### src/rtl/uart_cmd_pkg.sv
`default_nettype none
// ============================================================================
// uart_cmd_pkg : shared FSM state type and default sync marker for the parser
// Revision     : 1.0
// ============================================================================
package uart_cmd_pkg;

  typedef enum logic [1:0] {
    IDLE = 2'd0,
    CMD  = 2'd1,
    ARGS = 2'd2,
    CHK  = 2'd3
  } state_e;

  localparam logic [7:0] SYNC_BYTE_DEFAULT = 8'hA5;

endpackage
`default_nettype wire

### src/rtl/uart_cmd_parser.sv
`default_nettype none
// ============================================================================
// uart_cmd_parser : SYNC/CMD/ARGS/CHK byte-frame decoder with a one-deep slot.
// Optional inter-byte timeout enabled by macro UART_CMD_TIMEOUT_EN.
// Revision        : 1.0
// ============================================================================
module uart_cmd_parser
  import uart_cmd_pkg::*;
#(
  parameter logic [7:0] SYNC_BYTE    = SYNC_BYTE_DEFAULT,
  parameter int         N_ARGS       = 3,
  parameter int         CMD_W        = 3,
  parameter int         TIMEOUT_CLKS = 1000
) (
  input  logic                clk,
  input  logic                rst,
  input  logic                rx_dv,
  input  logic [7:0]          rx_byte,
  output logic                cmd_valid,
  input  logic                cmd_ready,
  output logic [CMD_W-1:0]    cmd_id,
  output logic [N_ARGS*8-1:0] cmd_args,
  output logic                chk_err,
  output logic                ovr_err,
  output logic                tout_err
);

  localparam int CNT_W  = (N_ARGS > 1) ? $clog2(N_ARGS) : 1;
  localparam int ARGS_W = N_ARGS * 8;

  state_e              state_q,     state_d;
  logic [7:0]          xor_q,       xor_d;
  logic [CNT_W-1:0]    cnt_q,       cnt_d;
  logic [CMD_W-1:0]    cmd_buf_q,   cmd_buf_d;
  logic [ARGS_W-1:0]   args_buf_q,  args_buf_d;
  logic                cmd_valid_q, cmd_valid_d;
  logic [CMD_W-1:0]    cmd_id_q,    cmd_id_d;
  logic [ARGS_W-1:0]   cmd_args_q,  cmd_args_d;
  logic                chk_err_q,   chk_err_d;
  logic                ovr_err_q,   ovr_err_d;
  logic                slot_free;

`ifdef UART_CMD_TIMEOUT_EN
  localparam int TC_W = $clog2(TIMEOUT_CLKS);
  logic [TC_W-1:0] tcnt_q, tcnt_d;
  logic            tout_err_q, tout_err_d;
`endif

  // A handshake in the same cycle frees the slot for an incoming frame.
  assign slot_free = !cmd_valid_q || cmd_ready;

  always_comb begin
    state_d     = state_q;
    xor_d       = xor_q;
    cnt_d       = cnt_q;
    cmd_buf_d   = cmd_buf_q;
    args_buf_d  = args_buf_q;
    cmd_valid_d = cmd_valid_q && !cmd_ready;
    cmd_id_d    = cmd_id_q;
    cmd_args_d  = cmd_args_q;
    chk_err_d   = 1'b0;
    ovr_err_d   = 1'b0;

    unique case (state_q)
      IDLE: begin
        if (rx_dv && rx_byte == SYNC_BYTE) begin
          state_d = CMD;
          xor_d   = 8'h00;
          cnt_d   = '0;
        end
      end
      CMD: begin
        if (rx_dv) begin
          cmd_buf_d = rx_byte[CMD_W-1:0];
          xor_d     = xor_q ^ rx_byte;
          state_d   = ARGS;
        end
      end
      ARGS: begin
        if (rx_dv) begin
          args_buf_d[8*cnt_q +: 8] = rx_byte;
          xor_d                    = xor_q ^ rx_byte;
          if (cnt_q == CNT_W'(N_ARGS - 1)) begin
            state_d = CHK;
          end else begin
            cnt_d = cnt_q + 1'b1;
          end
        end
      end
      CHK: begin
        if (rx_dv) begin
          state_d = IDLE;
          if (rx_byte != xor_q) begin
            chk_err_d = 1'b1;
          end else if (slot_free) begin
            cmd_valid_d = 1'b1;
            cmd_id_d    = cmd_buf_q;
            cmd_args_d  = args_buf_q;
          end else begin
            ovr_err_d = 1'b1;
          end
        end
      end
      default: state_d = IDLE;
    endcase

`ifdef UART_CMD_TIMEOUT_EN
    // A byte arriving on the terminal count wins over the timeout.
    tcnt_d     = tcnt_q + 1'b1;
    tout_err_d = 1'b0;
    if (state_q == IDLE || rx_dv) begin
      tcnt_d = '0;
    end else if (tcnt_q == TC_W'(TIMEOUT_CLKS - 1)) begin
      tcnt_d     = '0;
      tout_err_d = 1'b1;
      state_d    = IDLE;
    end
`endif
  end

  always_ff @(posedge clk) begin
    if (rst) begin
      state_q     <= IDLE;
      xor_q       <= '0;
      cnt_q       <= '0;
      cmd_buf_q   <= '0;
      args_buf_q  <= '0;
      cmd_valid_q <= 1'b0;
      cmd_id_q    <= '0;
      cmd_args_q  <= '0;
      chk_err_q   <= 1'b0;
      ovr_err_q   <= 1'b0;
`ifdef UART_CMD_TIMEOUT_EN
      tcnt_q      <= '0;
      tout_err_q  <= 1'b0;
`endif
    end else begin
      state_q     <= state_d;
      xor_q       <= xor_d;
      cnt_q       <= cnt_d;
      cmd_buf_q   <= cmd_buf_d;
      args_buf_q  <= args_buf_d;
      cmd_valid_q <= cmd_valid_d;
      cmd_id_q    <= cmd_id_d;
      cmd_args_q  <= cmd_args_d;
      chk_err_q   <= chk_err_d;
      ovr_err_q   <= ovr_err_d;
`ifdef UART_CMD_TIMEOUT_EN
      tcnt_q      <= tcnt_d;
      tout_err_q  <= tout_err_d;
`endif
    end
  end

  assign cmd_valid = cmd_valid_q;
  assign cmd_id    = cmd_id_q;
  assign cmd_args  = cmd_args_q;
  assign chk_err   = chk_err_q;
  assign ovr_err   = ovr_err_q;
`ifdef UART_CMD_TIMEOUT_EN
  assign tout_err  = tout_err_q;
`else
  assign tout_err  = 1'b0;
`endif

endmodule
`default_nettype wire

### config.mk
export PLATFORM = sky130hd
export DESIGN_NAME = uart_cmd_parser
export DESIGN_NICKNAME = d
export VERILOG_FILES = /design/src/rtl/uart_cmd_pkg.sv /design/src/rtl/uart_cmd_parser.sv
export SDC_FILE = /design/constraint.sdc
export NUM_CORES = 1
export LEC_CHECK = 0
export CAP_MARGIN = 20
export CORE_MARGIN = 2
export CORE_UTILIZATION = 50
export CTS_BUF_LIST = sky130_fd_sc_hd__clkbuf_16
export CTS_CLUSTER_DIAMETER = 60
export CTS_CLUSTER_SIZE = 24
export DETAILED_ROUTE_END_ITERATION = 8
export GPL_TIMING_DRIVEN = 0
export PLACE_DENSITY = 0.8
export RECOVER_POWER = 100
export SLEW_MARGIN = 20
export SYNTH_ARGS = -nofsm -noshare
export SYNTH_HDL_FRONTEND = slang
export SYNTH_SLANG_ARGS = --single-unit
### constraint.sdc
create_clock -name clk -period 2 [get_ports clk]
set_input_delay 0.4 -clock clk [delete_from_list [all_inputs] [get_ports clk]]
set_output_delay 0.4 -clock clk [all_outputs]
set_load 0.05 [all_outputs]
==> impl_metrics.csv <==
group,metric,value,unit
run_status,status,"finished clean",
die,core_region_area,0.005956,sq mm
clock_network,cts_tree,"done",
placed_design,dp_hpwl,5.395,mm
detailed_routing,drtAntennaViolNets,0,
synth,synth_cells,341,
die,initial_utilization,0.5197,
clock_network,clk_latency,330,ps
setup_path,r2r_slack,90,ps
detailed_routing,drt-initial-drc-count,207,
final_layout,area_growth,27.45,%
global_routing,grt_pass1_wl,13.22,mm
global_routing,grt_pass1_vias,2728,
global_routing,overflow,0,
detailed_routing,drc,0,
setup_path,critPathKind,"primary input to flip-flop",
power_and_ir_drop,power_frac_comb,0.147,
die,rows,28,
synth,yosysSeqAreaShare,0.4462,
clock_network,clock-root-buffer,"clkbuf_16",
placed_design,portBuffers,37,
die,dieArea,0.006836,sq mm
power_and_ir_drop,internal_power,2.676,mW
synth,synth_warnings,0,
clock_network,path_clk_slew,60,ps
clock_network,clock-sinks,69,
power_and_ir_drop,seqPwrFrac,0.391,
synth,ys.flop_type,"dfxtp_1",
setup_path,cp_max_fo,6,
synth,synth_fa_ha_area_frac,0.04042,
synth,synth_edf_count,0,
clock_network,numCtsBuffers,9,
die,die_w,82.68,um
global_routing,grt_max_degree,13,
synth,netlist_area,0.003095,sq mm
synth,synth_top_family_by_area,"compound AO/OA/AOI/OAI gates",
final_layout,diodes,0,
flow_run,cap_violations,0,
global_routing,antenna_found_initial,0,
worst_hold_path,whs_path_depth,3,
placed_design,dp_cells,453,
worst_hold_path,worstHoldPathType,"primary input to flip-flop",
sta,rsz0062_at_grt,"false",
setup_path,worstSetupEndpointType,"flip-flop",
setup_path,crit_slowest_cell,"o41a_1",
synth,synth_mux_area_frac,0.006467,
power_and_ir_drop,p_clk_frac,0.462,
synth,synth-xor-area-share,0.02264,
sta,min_period,1949,ps
synth,syn_nets,363,
synth,ys_ff_latch,69,
sta,max-slew-margin-rel,0.5729,
final_layout,nets,413,
setup_path,startpoint_type,"primary input",
final_layout,layout-drive-gt1-share,0.1313,
global_routing,grtUsageTotal,0.2570,
synth,avgSynthCellArea,9.078,sq um
setup_path,path_delay_family,"compound AO/OA/AOI/OAI gates",
power_and_ir_drop,p_switching,0.9424,mW
setup_path,rr_endpoint,"cmd_id[2]$_SDFFE_PP0P_",
sta,tightest_slew,640.7,ps
die,ioPinCount,43,
synth,postSynth.asyncResetShare,0,
setup_path,cp.arrival,2190,ps
final_layout,instances_no_fill,471,
setup_path,cp_cell_sequence,"dlygate4sd2_1 > nand4b_1 > o41a_1 > or3_1 > clkbuf_2 > o31ai_1",
detailed_routing,vias_per_cell,6.136,
synth,synth-simple-area-share,0.1766,
setup_path,required,2240,ps
placed_design,dpl_cell_area,0.003560,sq mm
worst_hold_path,hold_path.startpoint,"rx_byte[0]",
placed_design,place_congestion,0.8328,
die,die_h,82.68,um
detailed_routing,num_vias,2890,
final_layout,final_common_cell,"dfxtp_1",
final_layout,stdcell_area,0.003945,sq mm
setup_path,reg2reg_depth,6,
clock_network,postCtsHoldBufs,0,
setup_path,slowest_delay,440,ps
setup_path,critPathBufInv,2,
sta,fin_crit_sh,0.9747,
synth,synth_compound_area_frac,0.2449,
sta,finClkSkew,4.101,ps
sta,hold_viol,0,
final_layout,mostFrequentLayoutCells,"dfxtp_1 (68), a21oi_1 (36), nand4_1 (28)",
power_and_ir_drop,switching_share,0.2604,
detailed_routing,routedWlPerCell,17.55,um
power_and_ir_drop,ir_worst_vdd,0.4856,mV
setup_path,timing.rr.start,"xor_q[5]$_SDFFE_PP0P_",
power_and_ir_drop,p_per_area,917.3,mW/mm^2
sta,slew_viol_final,0,
detailed_routing,firstDrtPassIters,5,
synth,ys_types,41,
sta,final.setup.tns,0,ps
power_and_ir_drop,p_leak,1.447,nW
clock_network,cts_max_level,3,
sta,finalSetupViolCount,0,
clock_network,cts.path.max_buffers,2,
worst_hold_path,min_to,"cmd_buf_q[0]$_SDFFE_PP0P_",
detailed_routing,routed_wl,8.266,mm
sta,max_freq,513.0,MHz
[stage by stage]
step | power (mW) | utilization | setup WS, ps | hold WS (ps)
after detailed placement | 1.924 | 0.5977 | -746.7 | 451.7
after global placement | 1.909 | 0.5977 | -698.7 | 451.3
after CTS | 3.607 | 0.6641 | 5.448 | 424.4
after global routing | 3.742 | 0.6624 | 1.160 | 447.1
after floorplan | 1.785 | - | 111.1 | 436.7
final | 3.619 | 0.6624 | 50.69 | 425.9
[flip-flops by register name, indices dropped and copies added (netlist names), 2 cells and up]
| name | flops |
|---|---|
| cmd_buf_q | 3 |
| args_buf_q | 24 |
| state_q | 2 |
| cmd_id | 3 |
| cmd_args | 24 |
| cnt_q | 2 |
| xor_q | 8 |
[timing repair]
item | in CTS | in global routing
pin swaps | 4 | 1
setup endpoints to repair | 66 | 53
buffers inserted | 4 | 0
gates resized for setup | 20 | 15
[power by group through the flow]
stage / Clock [mW] / Combinational (mW) / Sequential [mW]
after global placement: 0 / 0.465 / 1.44
after floorplan: 0 / 0.344 / 1.44
after CTS: 1.68 / 0.514 / 1.41
final: 1.67 / 0.531 / 1.41
after detailed placement: 0 / 0.480 / 1.44
after global routing: 1.76 / 0.570 / 1.42
[cells in the mapped netlist, types with 7 or more instances]
cell,instances,area (sq um)
clkbuf_1,20,75.07
inv_1,11,41.29
nand2_1,9,33.78
a21oi_1,36,180.2
nand4_1,28,175.2
buf_2,8,40.04
nand3_1,7,35.03
o31ai_1,27,202.7
a22oi_1,24,180.2
nor2_1,26,97.59
dfxtp_1,69,1381
ha_1,10,125.1
[kinds of logic (layout without fill, tap and decap cells)]
family	Yosys count	in the layout
AO/OA/AOI/OAI	112	112
XOR/XNOR	8	8
other	1	1
multiplexers	2	2
adder cells (fa/ha/maj)	10	10
buffers and inverters	43	98
AND/OR/NAND/NOR	96	96
flip-flops	69	69
[routing by layer]
metal,wire (um),GRT usage,vias to the layer above
li1,-,-,1377
met1,3430,0.3351,1369
met2,4042,0.4202,130
met3,645,0.04457,14
met4,148,0.1066,0
met5,0,0,-
[worst register-to-register path, cell delays in order (launching register included)]
cell and delay, ps:
dfxtp_1 340, xor2_1 190, or4_1 540, buf_4 210, buf_6 160, o31ai_1 250, a21oi_1 100
[layout make-up]
| cell class | instances | area, sq um |
|---|---|---|
| tap | 75 | 93.84 |
| fill | 497 | 2011 |
| inverter | 11 | 41.29 |
| timing repair buffer | 41 | 392.9 |
| clock inverter | 7 | 90.09 |
| buffer | 30 | 148.9 |
| clock buffer | 9 | 225.2 |
| multi-input combinational | 229 | 1570 |
| sequential | 69 | 1383 |
[how the worst max path moves through the flow]
stage / start / endpoint / slack, ps / cells after the start
final: rx_byte[3] / xor_q[6]$_SDFFE_PP0P_ / 50 / 6
after floorplan: rx_byte[2] / cmd_args[10]$_SDFFE_PP0P_ / 110 / 7
after CTS: state_q[0]$_SDFFE_PP0P_ / args_buf_q[6]$_SDFFE_PP0P_ / 5 / 8
after global routing: state_q[1]$_SDFFE_PP0P_ / cnt_q[0]$_SDFFE_PP0P_ / 1 / 6
after detailed placement: rx_byte[6] / cmd_id[2]$_SDFFE_PP0P_ / -750 / 6
after global placement: rx_byte[6] / cmd_args[15]$_SDFFE_PP0P_ / -700 / 6
Note: power is estimated with default switching activity, not from simulation.
